## src/rtl/cc_seq_ctrl.sv

```systemverilog
// Serial score-classification controller: loads 7 scores, sorts their IDs with one
// odd-even transposition pass per cycle while counting passes, then streams the ranking.
module cc_seq_ctrl #(
   parameter int NUM_SCORE = 7
) (
   input  logic       clk,
   input  logic       rst,
   input  logic       in_valid,
   output logic       in_ready,
   input  logic [3:0] in_score,
   input  logic [2:0] opt,
   input  logic [1:0] a,
   input  logic [2:0] b,
   output logic       out_valid,
   input  logic       out_ready,
   output logic [2:0] out_id,
   output logic [2:0] out_cnt,
   output logic       busy
);

   localparam logic [2:0] LAST_IDX = 3'(NUM_SCORE - 1);

   typedef enum logic [1:0] {
      S_IDLE = 2'd0,
      S_SORT = 2'd1,
      S_OUT  = 2'd2
   } state_t;

   state_t            state_r, state_s;
   logic        [2:0] idx_r;
   logic signed [7:0] val_r [0:NUM_SCORE-1];
   logic        [2:0] id_r  [0:NUM_SCORE-1];
   logic        [2:0] id_s  [0:NUM_SCORE-1];
   logic signed [7:0] sum_r;
   logic        [2:0] cnt_r;
   logic        [2:0] opt_r;
   logic        [1:0] a_r;
   logic        [2:0] b_r;
   logic              in_ready_r, out_valid_r, busy_r;
   logic        [2:0] out_id_r, out_cnt_r;

   logic [NUM_SCORE-2:0] swap_s;
   logic signed [7:0]    scale_s, offs_s, avg_s, thr_s, cur_s, tr_s, beat_val_s;
   logic                 pass_s;
   logic        [2:0]    cnt_fin_s;

   function automatic logic signed [7:0] to_val(input logic [3:0] s, input logic sgn);
      logic signed [7:0] v;
      if (sgn) begin
         v = {{4{s[3]}}, s};
      end else begin
         v = {4'b0000, s};
      end
      return v;
   endfunction

   // Total order used by the sorter: by value in the requested direction, ties by lower ID.
   function automatic logic ranks_before(input logic signed [7:0] vx, input logic [2:0] ix,
                                         input logic signed [7:0] vy, input logic [2:0] iy,
                                         input logic desc);
      logic r;
      if (vx == vy) begin
         r = (ix < iy);
      end else if (desc) begin
         r = (vx > vy);
      end else begin
         r = (vx < vy);
      end
      return r;
   endfunction

   // Swap decisions for the current pass; even passes use pairs starting at 0, odd at 1.
   always_comb begin
      for (int j = 0; j < NUM_SCORE - 1; j++) begin
         swap_s[j] = (state_r == S_SORT) && (j[0] == idx_r[0]) &&
                     ranks_before(val_r[id_r[j+1]], id_r[j+1], val_r[id_r[j]], id_r[j], opt_r[1]);
      end
   end

   // Apply the disjoint compare-exchanges to the ID array.
   always_comb begin
      id_s[0] = swap_s[0] ? id_r[1] : id_r[0];
      for (int k = 1; k < NUM_SCORE - 1; k++) begin
         id_s[k] = swap_s[k] ? id_r[k+1] : (swap_s[k-1] ? id_r[k-1] : id_r[k]);
      end
      id_s[NUM_SCORE-1] = swap_s[NUM_SCORE-2] ? id_r[NUM_SCORE-2] : id_r[NUM_SCORE-1];
   end

   // Threshold and per-element transform; values are indexed by original ID so each counts once.
   always_comb begin
      scale_s = $signed({6'b000000, a_r}) + 8'sd1;
      offs_s  = $signed({5'b00000, b_r});
      avg_s   = sum_r / 8'sd7;
      thr_s   = avg_s - $signed({6'b000000, a_r});
      cur_s   = val_r[idx_r];
      if (cur_s < 8'sd0) begin
         tr_s = (cur_s / scale_s) + offs_s;
      end else begin
         tr_s = (cur_s * scale_s) + offs_s;
      end
      pass_s     = (tr_s >= thr_s);
      cnt_fin_s  = cnt_r + {2'b00, pass_s};
      beat_val_s = to_val(in_score, (idx_r == 3'd0) ? opt[0] : opt_r[0]);
   end

   // Next-state logic.
   always_comb begin
      state_s = state_r;
      case (state_r)
         S_IDLE: begin
            if (in_valid && (idx_r == LAST_IDX)) begin
               state_s = S_SORT;
            end else begin
               state_s = S_IDLE;
            end
         end
         S_SORT: begin
            if (idx_r == LAST_IDX) begin
               state_s = S_OUT;
            end else begin
               state_s = S_SORT;
            end
         end
         S_OUT: begin
            if (out_valid_r && out_ready && (idx_r == LAST_IDX)) begin
               state_s = S_IDLE;
            end else begin
               state_s = S_OUT;
            end
         end
         default: state_s = S_IDLE;
      endcase
   end

   // State, datapath registers and registered outputs.
   always_ff @(posedge clk) begin
      if (rst) begin
         state_r     <= S_IDLE;
         idx_r       <= 3'd0;
         sum_r       <= 8'sd0;
         cnt_r       <= 3'd0;
         opt_r       <= 3'd0;
         a_r         <= 2'd0;
         b_r         <= 3'd0;
         in_ready_r  <= 1'b1;
         out_valid_r <= 1'b0;
         busy_r      <= 1'b0;
         out_id_r    <= 3'd0;
         out_cnt_r   <= 3'd0;
         for (int k = 0; k < NUM_SCORE; k++) begin
            val_r[k] <= 8'sd0;
            id_r[k]  <= 3'd0;
         end
      end else begin
         state_r     <= state_s;
         in_ready_r  <= (state_s == S_IDLE);
         out_valid_r <= (state_s == S_OUT);
         busy_r      <= (state_s != S_IDLE);
         case (state_r)
            S_IDLE: begin
               if (in_valid) begin
                  val_r[idx_r] <= beat_val_s;
                  id_r[idx_r]  <= idx_r;
                  idx_r        <= (idx_r == LAST_IDX) ? 3'd0 : idx_r + 3'd1;
                  if (idx_r == 3'd0) begin
                     opt_r <= opt;
                     a_r   <= a;
                     b_r   <= b;
                     sum_r <= beat_val_s;
                     cnt_r <= 3'd0;
                  end else begin
                     sum_r <= sum_r + beat_val_s;
                  end
               end
            end
            S_SORT: begin
               id_r  <= id_s;
               cnt_r <= cnt_fin_s;
               idx_r <= (idx_r == LAST_IDX) ? 3'd0 : idx_r + 3'd1;
               if (idx_r == LAST_IDX) begin
                  out_id_r  <= id_s[0];
                  out_cnt_r <= opt_r[2] ? (3'd7 - cnt_fin_s) : cnt_fin_s;
               end
            end
            S_OUT: begin
               if (out_valid_r && out_ready) begin
                  idx_r <= (idx_r == LAST_IDX) ? 3'd0 : idx_r + 3'd1;
                  if (idx_r != LAST_IDX) begin
                     out_id_r <= id_r[idx_r + 3'd1];
                  end
               end
            end
            default: idx_r <= 3'd0;
         endcase
      end
   end

   assign in_ready  = in_ready_r;
   assign out_valid = out_valid_r;
   assign busy      = busy_r;
   assign out_id    = out_id_r;
   assign out_cnt   = out_cnt_r;

endmodule

```

## config.mk

```make
export PLATFORM = sky130hd
export DESIGN_NAME = cc_seq_ctrl
export DESIGN_NICKNAME = d
export VERILOG_FILES = /design/src/rtl/cc_seq_ctrl.sv
export SDC_FILE = /design/constraint.sdc
export NUM_CORES = 1
export LEC_CHECK = 0
export ABC_AREA = 1
export CAP_MARGIN = 20
export CELL_PAD_IN_SITES_DETAIL_PLACEMENT = 1
export CELL_PAD_IN_SITES_GLOBAL_PLACEMENT = 1
export CORE_ASPECT_RATIO = 1.5
export CORE_MARGIN = 4
export CORE_UTILIZATION = 42
export DETAILED_ROUTE_END_ITERATION = 8
export PLACE_DENSITY_LB_ADDON = 0.1
export SLEW_MARGIN = 20
export SYNTH_ARGS = -nofsm -noshare
export SYNTH_HDL_FRONTEND = slang
export SYNTH_SLANG_ARGS = --single-unit
export TNS_END_PERCENT = 10
```

## constraint.sdc

```tcl
create_clock -name clk -period 11.9 [get_ports clk]
set_clock_uncertainty 0.1 [all_clocks]
set_input_delay 2.38 -clock clk [delete_from_list [all_inputs] [get_ports clk]]
set_output_delay 2.38 -clock clk [all_outputs]
set_load 0.01 [all_outputs]
```

Yosys cells after proc, flatten, opt, wreduce, memory -nomap -nowiden. Memory sizes are Yosys's and may differ from the RTL's. A register that Yosys moved wholly into a read port is not among the register bits. Cells that the tools add are included.

Bits in registers: 54. Memory bits (writable): 56. Bits of input ports: 16. Output and inout bits: 9. Word-level logic and storage cells: 188. Memories kept: 1.

Add/subtract/negate cells: 8. $mul: 1. Div/mod/pow operators: 2. Magnitude comparators: 23. Eq/ne operators: 22. Multiplexer cells: 77. Bitwise operators: 3. Reductions and logical operators: 32.

Memory list: val_r (words 7, bits a word 8, read ports 8, clocked after Yosys merged registers in 8, write ports 7, line 31) `logic signed [7:0] val_r [0:NUM_SCORE-1];`.

Operators by type and width (number): $mux W3 (41); $eq A8 B8 Y1 (6); $gt A8 B8 Y1 (6); $lt A8 B8 Y1 (6); $pmux W21 S2 (1); $mux W8 (4); $reduce_and A3 Y1 (8); $bwmux W21 (1); $mux W1 (21); $mux W21 (1); $lt A3 B3 Y1 (6); $ne A3 B3 Y1 const B (6); $add A8 B4 Y8 (2); $logic_and A1 B1 Y1 (12); $pmux W3 S2 (2); $ne A2 B2 Y1 const B (5); $bmux W3 S3 (1); $demux W3 S3 (1); $pmux W3 S3 (1); $add A8 B8 Y8 (1); $div A8 B4 Y8 const B (1); $div A8 B8 Y8 (1); $ge A4 B4 Y1 const B (2); $ge A8 B8 Y1 (1); 22 further kinds (31).

Depth between registers and ports, before layout.
Depth after elaboration: 10. Depth in mapped cells: 101. Depth with buffers taken out: 100.

Worst setup path before layout. No wires, ideal clock.

Path type: register -> register. Start point: reg (tool-made name). End point: reg cnt_r[2]. Setup time: 0.070 ns. Arrival: 12.399 ns. Data required time: 11.730 ns. Slack: -0.669 ns. Cell stages (with the launch flop): 96. Buffers on the path: 1. Clock period less this slack: 12.569 ns. Cell sequence: dfxtp_1 > inv_2 > buf_6 > nand2_1 > nand3_1 > nand3_1 > nand2_2 > ha_1 > nand2_1 > nand3_1 > nor2_1 > nand3_2 > a21oi_1 > ha_1 > inv_1 > nor2_1 > o21ai_0 > inv_1 > (+60 left out) > ha_1 > a21oi_1 > inv_1 > a31oi_1 > xor2_1 > nor2_1 > a21oi_1 > ha_1 > o21a_1 > o21a_1 > o21a_1 > o21ai_0 > a22oi_1 > ha_1 > ha_1 > xnor2_1 > or2_2 > a21oi_1.

RTL lines: end signal, assigned (line 178) `cnt_r <= cnt_fin_s;`; end, declared (line 35) `logic [2:0] cnt_r;`.

==> impl_metrics.tcl <==
set metrics [dict create \
    outcome "complete, but fails checks" \
    violations "setup timing" \
    critPathRequiredTime_ns 12.17 \
    hold_path_class "reg -> reg" \
    worst_pin_slew_ns 1.058 \
    p_clk_frac 0.098 \
    diodes 0 \
    post-route-period-util 1.013 \
    crit_type "reg -> reg" \
    fin_setup_tns_ns -0.3256 \
    min_period_ns 12.05 \
    grt_overflow 0 \
    worst-path-max-fanout 6 \
    wire_per_inst_um 21.87 \
    die_area_mm2 0.03123 \
    cts_buffer_depth 2 \
    register_area_mm2 0.002718 \
    firstDrtPassIters 5 \
    core_area_mm2 0.02796 \
    critPathArrivalTime_ns 12.32 \
    start_util 0.4268 \
    combPwrFrac 0.796 \
    clock_latency_ns 0.44 \
    avgSynthCellArea_um2 6.389 \
    drc 0 \
    final_layout_size_suffix_gt1_frac 0.1775 \
    fmax_mhz 82.99 \
    ys_warn_count 0 \
    rsz0062_at_grt "yes" \
    yosysSeqAreaShare 0.2273 \
    final_util 0.5301 \
    cts_tree "done" \
    grt_usage 0.3085 \
    final_net_count 2167 \
    post_drt_via_cell_ratio 5.880 \
    synthCells 1868 \
    final_cell_mix "326 x nand2_1, 261 x o21ai_0, 252 x inv_1" \
    synth-edff-count 35 \
    htreeDepth 4 \
    fillers 3715 \
    power.share.sequential 0.107 \
    end_kind "flip-flop" \
    cts_root_buffer "clkbuf_16" \
    final_common_cell "nand2_1" \
    gp_congestion 0.9396 \
    drtIter0Drc 929 \
    holdBufCountCts 0 \
    grt_max_degree 29 \
    net-switching-power_uw 2669 \
    maxCapViolCount 0 \
    grt_pass1_wl_um 77020 \
    clk_pin_slew_ns 0.06 \
    crit_path_start_kind "flip-flop" \
    final_antenna_net_count 0 \
    dp_hpwl_um 36780 \
    switching_share 0.5193 \
    row_count 75 \
    setup_viol 3 \
    portBuffers 24 \
    max_stage_delay_ns 0.39 \
    die_y_um 214.5 \
    cts.sinks 118 \
    ios 25 \
    numCtsBuffers 17 \
    setup_slack_ns -0.1501 \
    irDropWorstVdd_v 0.0004812 \
    grt_pass1_vias 14340 \
    async_flop_share 0 \
    die_width_um 145.6 \
    yosysUniqueCellTypes 58 \
    area_growth_pct 24.22 \
    critical-path-top-cell-by-count "inv_2" \
    p_leak_uw 0.006888 \
    cp_slowest_cell "dfxtp_4" \
    yosys_register_bits 118 \
    vias 14020 \
    multiInputGateArea_mm2 0.008376 \
    antenna_found_initial 0 \
    relSlewSlack 0.2871 \
    synth-main-ff-cell "dfxtp_1" \
    syn-cell-area_mm2 0.01193 \
    slew_viol_final 0 \
    routed_wl_um 52170 \
    timing.final.hold_violations 0 \
    power.density_mw_per_mm2 346.7 \
    p_int_uw 2470 \
]
## path summary, 6_finish.rpt
kind         startpoint   endpoint  slack [ns]  cells past startpoint
max           flip-flop   cnt_r[2]       -0.15                     95
min           out_id[0]  out_id[0]        0.39                      2
max reg2reg   flip-flop   cnt_r[2]       -0.15                     95
min reg2reg   out_id[0]  out_id[0]        0.39                      2
## cells by family (layout without fill, tap and decap cells)
family                   Yosys count  in the layout  synth area share
flip-flops                       118            118            0.2273
XOR/XNOR                          43             43           0.03219
AO/OA/AOI/OAI                    588            588            0.2635
AND/OR/NAND/NOR                  627            627            0.2229
multiplexers                       1              1         0.0008388
buffers and inverters            365            534            0.1163
adder cells (fa/ha/maj)          125            125            0.1367
other                              1              3         0.0003142
## power by group through the flow
stage / Clock, uW / Combinational (uW) / Sequential [uW]
finish: 502 / 4090 / 547
global route: 526 / 4480 / 555
CTS: 497 / 3520 / 543
detailed placement: 0 / 3160 / 550
global placement: 0 / 3030 / 549
floorplan: 0 / 2110 / 503
## cells in the mapped netlist (all sizes together), types with 2 or more instances
library cell	count	area share
nor2	136	0.044
xnor2	11	0.0081
xor2	32	0.024
a221oi	10	0.0073
a31o	2	0.0015
nor3	10	0.0046
fa	9	0.015
nand3b	4	0.0025
ha	116	0.12
a22oi	2	0.0013
edfxtp	35	0.088
clkinv	24	0.0075
o31ai	7	0.0044
o21bai	3	0.0019
nand3	89	0.040
o22ai	2	0.0010
a21oi	237	0.10
o21a	4	0.0025
clkbuf	52	0.016
nand2	365	0.12
dfxtp	83	0.14
a31oi	20	0.010
o211ai	7	0.0044
o21ai	274	0.12
nand4	14	0.0086
or2	7	0.0037
buf	6	0.0034
a211oi	12	0.0075
inv	283	0.089
## final cells by class
| class | instances | share of cell area |
|---|---|---|
| Clock buffer | 18 | 0.02963 |
| Clock inverter | 14 | 0.008440 |
| Inverter | 307 | 0.07875 |
| Multi-Input combinational cell | 1387 | 0.5650 |
| Sequential cell | 118 | 0.1833 |
| Tap cell | 346 | 0.02920 |
| Timing Repair Buffer | 195 | 0.1057 |
## critical path: cells and delay by family, from the launching register on
family,cells,cell delay (ns)
adders and majority gates,13,3.13
buffers and inverters,20,1.58
xor gates and xnor gates,3,0.46
and+or+nand+nor,36,3.17
DFF,1,0.39
AOI/OAI and AO/OA,23,3.18
## routing by layer
metal,GRT usage,wire [um],up-vias
li1,-,-,6570
met1,0.3213,19110,6831
met2,0.5797,27010,426
met3,0.03805,2098,196
met4,0.1949,3940,0
met5,0,0,-
## stage by stage
step	hold WS, ns	instances	instance area [um^2]	worst slack (ns)	power, uW
3_5_place_dp	0.3690	2294	13270	-0.6542	3713
5_1_grt	0.4145	2385	14820	-0.8558	5559
2_1_floorplan	0.3445	1870	11980	0.05305	2616
6_report	0.3876	2385	14820	-0.1501	5139
4_1_cts	0.3788	2363	14260	0.001626	4566
3_3_place_gp	0.3588	2294	13270	0.05580	3575
## what timing repair did
item | in CTS | in global routing
gates resized for setup | 55 | 100
buffers inserted | 37 | 23
setup endpoints to repair | 6 | 6
pin swaps | 31 | 70
(Power assumes the default switching activity.)
